<file path="src/rtl/uart_tx_feeder.sv">
// Byte FIFO in front of the UART transmitter; issues one-cycle transmit pulses
// spaced at least FRAME_CYCLES apart. Pop latency: one cycle after acceptance.
module uart_tx_feeder #(
  parameter int N            = 8,
  parameter int DEPTH        = 8,
  parameter int AW           = 3,
  parameter int FRAME_CYCLES = 12
) (
  input  logic          i_clk,
  input  logic          i_rst,
  input  logic [N-1:0]  i_wr_data,
  input  logic          i_wr_valid,
  output logic          o_wr_ready,
  output logic [N-1:0]  o_tx_data,
  output logic          o_transmit,
  output logic [AW:0]   o_count,
  output logic          o_busy,
  output logic          o_wr_drop
);

  localparam int            GW     = $clog2(FRAME_CYCLES);
  localparam logic [GW-1:0] C_GAP  = GW'(FRAME_CYCLES - 1);
  localparam logic [AW:0]   C_FULL = (AW + 1)'(DEPTH);

  typedef enum logic {
    S_IDLE,
    S_WAIT
  } state_t;

  state_t        r_state;
  state_t        w_state_nxt;
  logic [GW-1:0] r_gap;
  logic [GW-1:0] w_gap_nxt;
  logic          w_pop;

  logic [N-1:0]  r_mem [DEPTH];
  logic [AW-1:0] r_wr_ptr;
  logic [AW-1:0] r_rd_ptr;
  logic [AW:0]   r_count;
  logic [N-1:0]  r_tx_data;
  logic          r_transmit;
  logic          r_wr_drop;

  logic          w_wr_ready;
  logic          w_wr_acc;
  logic          w_wr_refuse;

  // Ready depends only on the pre-edge count, so a pop never frees a slot for
  // a write arriving at the same edge.
  assign w_wr_ready  = (r_count != C_FULL);
  assign w_wr_acc    = i_wr_valid && w_wr_ready;
  assign w_wr_refuse = i_wr_valid && !w_wr_ready;

  always_comb begin
    w_state_nxt = r_state;
    w_gap_nxt   = r_gap;
    w_pop       = 1'b0;
    case (r_state)
      S_IDLE: begin
        if (r_count != '0) begin
          w_pop       = 1'b1;
          w_gap_nxt   = C_GAP;
          w_state_nxt = S_WAIT;
        end
      end
      S_WAIT: begin
        if (r_gap != '0) begin
          w_gap_nxt = r_gap - 1'b1;
        end else if (r_count != '0) begin
          w_pop     = 1'b1;
          w_gap_nxt = C_GAP;
        end else begin
          w_state_nxt = S_IDLE;
        end
      end
      default: begin
        w_state_nxt = S_IDLE;
      end
    endcase
  end

  always_ff @(posedge i_clk) begin
    if (i_rst) begin
      r_state <= S_IDLE;
      r_gap   <= '0;
    end else begin
      r_state <= w_state_nxt;
      r_gap   <= w_gap_nxt;
    end
  end

  // Storage needs no reset: pointers and count define which entries are live.
  always_ff @(posedge i_clk) begin
    if (w_wr_acc) begin
      r_mem[r_wr_ptr] <= i_wr_data;
    end
  end

  always_ff @(posedge i_clk) begin
    if (i_rst) begin
      r_wr_ptr   <= '0;
      r_rd_ptr   <= '0;
      r_count    <= '0;
      r_tx_data  <= '0;
      r_transmit <= 1'b0;
      r_wr_drop  <= 1'b0;
    end else begin
      r_transmit <= w_pop;
      r_wr_drop  <= w_wr_refuse;
      if (w_wr_acc) begin
        r_wr_ptr <= r_wr_ptr + 1'b1;
      end
      if (w_pop) begin
        r_tx_data <= r_mem[r_rd_ptr];
        r_rd_ptr  <= r_rd_ptr + 1'b1;
      end
      case ({w_wr_acc, w_pop})
        2'b10:   r_count <= r_count + 1'b1;
        2'b01:   r_count <= r_count - 1'b1;
        default: r_count <= r_count;
      endcase
    end
  end

  assign o_wr_ready = w_wr_ready;
  assign o_tx_data  = r_tx_data;
  assign o_transmit = r_transmit;
  assign o_count    = r_count;
  assign o_busy     = (r_state != S_IDLE) || (r_count != '0);
  assign o_wr_drop  = r_wr_drop;

endmodule

</file>
<file path="config.mk">
export PLATFORM = sky130hd
export DESIGN_NAME = uart_tx_feeder
export DESIGN_NICKNAME = d
export VERILOG_FILES = /design/src/rtl/uart_tx_feeder.sv
export SDC_FILE = /design/constraint.sdc
export NUM_CORES = 1
export LEC_CHECK = 0
export CORE_MARGIN = 2
export CORE_UTILIZATION = 43
export DETAILED_ROUTE_END_ITERATION = 8
export PLACE_DENSITY = 0.61
export SKIP_CTS_REPAIR_TIMING = 1
export SLEW_MARGIN = 10
export SYNTH_ARGS = -nofsm -noshare
export SYNTH_HDL_FRONTEND = slang
export SYNTH_SLANG_ARGS = --single-unit
</file>
<file path="constraint.sdc">
create_clock -name i_clk -period 5.15 [get_ports i_clk]
set_clock_uncertainty 0.1 [all_clocks]
set_input_delay 0.515 -clock i_clk [delete_from_list [all_inputs] [get_ports i_clk]]
set_output_delay 0.515 -clock i_clk [all_outputs]
set_load 0.05 [all_outputs]
</file>
## After elaboration in Yosys (flattened, before gate mapping)

Memories as Yosys holds them, arrays and structs flattened. A register that Yosys moved wholly into a read port is not among the register bits.
Cells that the tools add are included.

- Add/sub/neg operators: 5
- Multipliers: 0
- Div/mod/pow operators: 0
- $lt $le $gt $ge: 0
- Equal/unequal tests: 3
- Shifts and indexed selects: 0
- Muxes and demuxes: 11
- Bitwise operators: 1
- Reduce and logical (&&, ||, !) cells: 7

Operators with widths:

| operator | number |
|---|---|
| 4-bit case mux with 2 select lines | 2 |
| 4-bit two-way mux | 2 |
| 4-bit nonzero test | 2 |
| 4-bit by 1-bit subtractor with 4-bit output, second input constant | 2 |
| 3-bit by 1-bit adder with 3-bit output, second input constant | 2 |
| 1-bit two-way mux | 5 |
| 4-bit by 1-bit adder with 4-bit output, second input constant | 1 |
| 4-bit != test, second input constant | 1 |
| 1-bit case mux with 2 select lines | 2 |
| 2-bit by 1-bit == test with 1-bit output, second input constant | 1 |
| 2-bit == test, second input constant | 1 |
| 1-bit logical AND | 2 |
| 2-bit nonzero test | 1 |
| 1-bit zero test | 1 |
| 1-bit logical OR | 1 |
| 1-bit NOT | 1 |

- Register bits: 17
- Latch bits: 0
- Memory bits (writable): 64
- Memory bits (read-only): 0
- Input bits: 11
- Output and inout bits: 16
- Word-level logic and storage cells: 35
- Memories kept: 1

Memories:

| memory | depth | bits a word | read ports | clocked after memory_dff | wr ports | line | source |
|---|---|---|---|---|---|---|---|
| r_mem | 8 | 8 | 1 | 1 | 1 | 36 | `logic [N-1:0] r_mem [DEPTH];` |

## Depth between registers and ports, before layout

- Word-level depth: 6
- Gate-level depth with buffers: 12
- Mapped depth without buffers: 11

## Worst setup path after synthesis

Ideal clock, no wire load.

- Path kind: register to register
- Start point: register r_count[3] (netlist: o_count[3])
- End point: register r_count[3] (netlist: o_count[3])
- Library setup time: 121 ps
- Arrival time: 2,745 ps
- Slack: 2,184 ps
- Stages on the path, launching flop included: 8
- Buffers on the path: 1
- Cells stage by stage: dfxtp_1 or4b_4 buf_6 nand2_8 ha_1 or3_2 o32ai_1 mux2_2

RTL lines:

| element | line | source |
|---|---|---|
| start, declared | 39 | `logic [AW:0] r_count;` |
| start signal, assigned | 118 | `2'b10: r_count <= r_count + 1'b1;` |
| start signal, assigned | 119 | `2'b01: r_count <= r_count - 1'b1;` |
| start signal, assigned | 120 | `default: r_count <= r_count;` |
| 4-bit != test * | 50 | `assign w_wr_ready = (r_count != C_FULL);` |
| net o_wr_ready | 13 | `output logic o_wr_ready,` |
| 1-bit logical AND * | 51 | `assign w_wr_acc = i_wr_valid && w_wr_ready;` |
| 2-bit by 1-bit == test with 1-bit output or 2-bit == test (tied branches) | 117 | `case ({w_wr_acc, w_pop})` |
| 4-bit case mux with 2 select lines or 2-bit nonzero test (tied branches) | -- |  |

Mark *: on every way through the listed nets, which the timed path passes. The rest lies on a longest branch.
A chain may end at the register's enable or synchronous reset.

## Worst setup path in the final report

- Start point: register r_gap[1]
- End point: register r_count[3] (netlist: o_count[3])

- Cells in the longest elaborated chain, start to end: 5

RTL lines:

| element | line | source |
|---|---|---|
| start, declared | 32 | `logic [GW-1:0] r_gap;` |
| start signal, assigned | 88 | `r_gap <= w_gap_nxt;` |
| 4-bit nonzero test * | 67 | `if (r_gap != '0) begin` |
| 1-bit two-way mux * | 67 |  |
| 1-bit case mux with 2 select lines * | 58 | `case (r_state)` |
| 2-bit by 1-bit == test with 1-bit output or 2-bit == test (tied branches) | 117 |  |
| 4-bit case mux with 2 select lines or 2-bit nonzero test (tied branches) | -- |  |

Every way passes the cells marked *; elsewhere a longest branch is shown, timed or not.

==> key figures <==
Outcome
  • Status: completed

Placement
  • DP Area: 3970 µm²
  • RePlAce Congestion: 0.723
  • Dpl hpwl: 4020 µm
  • Setup WS pre-CTS: 2.06 ns
  • PortBufs: 26
  • Placed Cells: 344

Floorplanning
  • I/O pins: 27
  • Starting density of the core: 44.2%
  • Die Span Y: 95.9 µm
  • # rows: 33
  • Die area: a little over 9000 µm²
  • Die width: 95.9 µm
  • Core Area: 8220 µm²

Critical path
  • Crit Path Category: reg2reg
  • Worst Setup End Kind: register
  • CP dominant cell by count: ha_1
  • Worst path bufs/invs: 1
  • Startpoint type of the worst setup path: register
  • Crit-path slowest cell: or3_2
  • Cell family with most CP delay: simple AND/OR/NAND/NOR gates
  • CP peak stage delay: 0.50 ns
  • R2R Path Start: r_gap[1]
  • Worst Setup SP: r_gap[1]
  • Crit path cell chain: inv_1 > ha_1 > or3b_4 > a21oi_4 > ha_1 > or3_2 > o32ai_1 > mux2_2
  • Worst EP required: 5.28 ns
  • CP max FO: 20
  • Crit path DAT: 3.23 ns

Cells and area
  • Filler instances: 668
  • Final Non-Filler Cells: 360
  • Synthesis-to-layout area growth: 14.8%
  • Multi-input combinational cell area: 1120 µm²
  • Share of cells above drive strength 1: 19.2%
  • Cell area after layout: 4170 µm²
  • Nets@finish: 268
  • Reg area: 2420 µm²
  • N_diodes: 0

Clock network
  • Clk_lat worst skew: 0.35 ns
  • CTS max path bufs: 2
  • TritonCTS Buffers: 9
  • H-tree Lvls: 3
  • CTS root buf: clkbuf_8
  • Worst-path clk slew: about 0.08 ns
  • TritonCTS Sinks: 89
  • CTS tree: done

Yosys
  • Sequential area share after synthesis: about two thirds
  • Post-synthesis instance area: 3630 µm²
  • Yosys top cell area share: 52.9%
  • Synth area leader: edfxtp_1
  • Syn nets: 240
  • Yosys cell types: between 40 and 50
  • Warnings, synthesis: 0
  • Mapped Cells: about 220
  • Synthesized flop and latch total: 89
  • Syn avg cell area: 16.4 µm²
  • Largest cells by area after synthesis: edfxtp_1, dfxtp_1, mux4_2, mux2i_1, ha_1

Timing
  • Rel. slew slack: 34.9%
  • Minimum clock period: approximately 3.1 ns
  • Unrepaired setup endpoints after global routing: false
  • Hold slack: 0.384 ns
  • Achievable Freq: 323 MHz
  • Final worst setup slack: 2.05 ns
  • Pin slew with the least headroom to its limit: 0.972 ns
  • Final worst-path cycle share: ~60%
  • Final Max Slew Viols: 0
  • Fin. Hold Viols: 0
  • Final setup vio count: 0
  • Setup TNS: 0 ns

Drt
  • WL/cell: 18.2 µm
  • Vias per std cell: 5.26
  • DRT Pass-1 Iters: 4
  • DRC Markers: 0
  • Antenna Nets Post-Route: 0
  • Routed WL: roughly 6600 µm
  • First DRT Iteration DRCs: 90
  • Vias: ~1.9k

Global route
  • Pin count of the biggest net entering global routing: 21
  • First-pass GRT wire length: a little over 10000 µm
  • Initial antenna violation count: 0
  • Vias in the first global route: 1901
  • Gr usage total: 15.6%
  • Grt ovf: 0

Pwr
  • Pwr/cell area: 582 nW/µm²
  • Worst vdd ir: 0.000186 V
  • Leak pwr: 1.36 nW

Worst hold path
  • Worst hold path type: reg2reg
  • Hold_sp: r_gap[0]

Run
  • Max-cap violations: 0
-- cell usage after synthesis --
cell type / instances
a311oi_1: 1
inv_1: 5
nand2_8: 1
o32ai_1: 1
xnor2_1: 2
or3b_4: 1
o21ai_2: 1
a21oi_4: 1
or3_2: 1
nand2b_1: 5
nand2_1: 2
xor2_1: 5
or4b_4: 1
edfxtp_1: 64
and2_0: 1
buf_1: 1
nor2_1: 13
a31oi_1: 1
buf_4: 1
or4_2: 1
mux4_2: 16
a221oi_2: 1
o221a_2: 1
a21oi_1: 14
buf_2: 1
o21ai_0: 9
mux2i_1: 10
nor3_1: 6
mux2_2: 1
clkbuf_1: 2
nor4_1: 1
buf_6: 6
a211oi_1: 2
nand4b_1: 1
or3_1: 1
ha_1: 7
dfxtp_1: 25
nor2b_1: 4
nand3_1: 3
nor4_4: 1
nor3b_1: 1
-- layer usage --
metal  track usage, %  share of wire (%)  up-vias
met5                0                  0        -
met4             6.07                1.2        0
met3             3.13                2.9        6
met2             24.5                 48       31
met1             21.5                 48      944
li1                 -                  -      913
-- worst paths after layout --
check	to	slack (ns)	cells after the start
min reg2reg	r_gap[0]	0.38	1
min	r_gap[0]	0.38	1
max	o_count[3]	2.05	8
max reg2reg	o_count[3]	2.05	8
-- through the flow --
| step | total power [mW] | utilization [%] |
|---|---|---|
| floorplan | 1.75 | - |
| global placement | 1.96 | 48.3 |
| detailed placement | 1.97 | 48.3 |
| CTS | 2.45 | 50.8 |
| global route | 2.56 | 50.8 |
| finish | 2.43 | 50.8 |
-- power breakdown --
part           internal [mW]  total, mW  switching (mW)
logic                  0.404      0.959           0.555
registers              0.875      0.983           0.108
clock network          0.229      0.486           0.257
-- kinds of logic after synthesis --
logic type                 after synthesis  synth area share, %
muxes                                   27                 13.0
AOI/OAI and AO/OA                       32                 5.65
DFF                                     89                 66.7
xor gates and xnor gates                 7                 1.69
and+or+nand+nor                         44                 7.58
adders and majority gates                7                 2.41
buffers and inverters                   16                 3.03
-- area by class of cell --
cell class,instances,share of cell area (%)
clock inverters,7,1.86
well taps,105,3.15
repair buffers,28,6.60
multi-input cells,117,26.9
flip-flops and latches,89,58.1
inverters,5,0.450
clock buffers,9,2.97
-- registers in the layout (all words and copies together) (netlist names) --
register,flops
o_transmit,1
r_rd_ptr,3
o_count,4
r_gap,4
r_wr_ptr,3
o_tx_data,8
r_mem,64
o_wr_drop,1
r_state,1
-- cells in the final DEF, fill, tap and decap left out, drive strengths merged, types with 3 or more instances in the layout --
cell	n
edfxtp	64
clkdlybuf4s50	26
dfxtp	25
mux4	16
a21oi	15
nor2	13
mux2i	10
o21ai	10
clkbuf	9
ha	7
inv	7
nor3	6
nand2b	5
xor2	5
nor2b	4
nand3	3
nand2	3
clkinv	3
(Power assumes the default switching activity.)
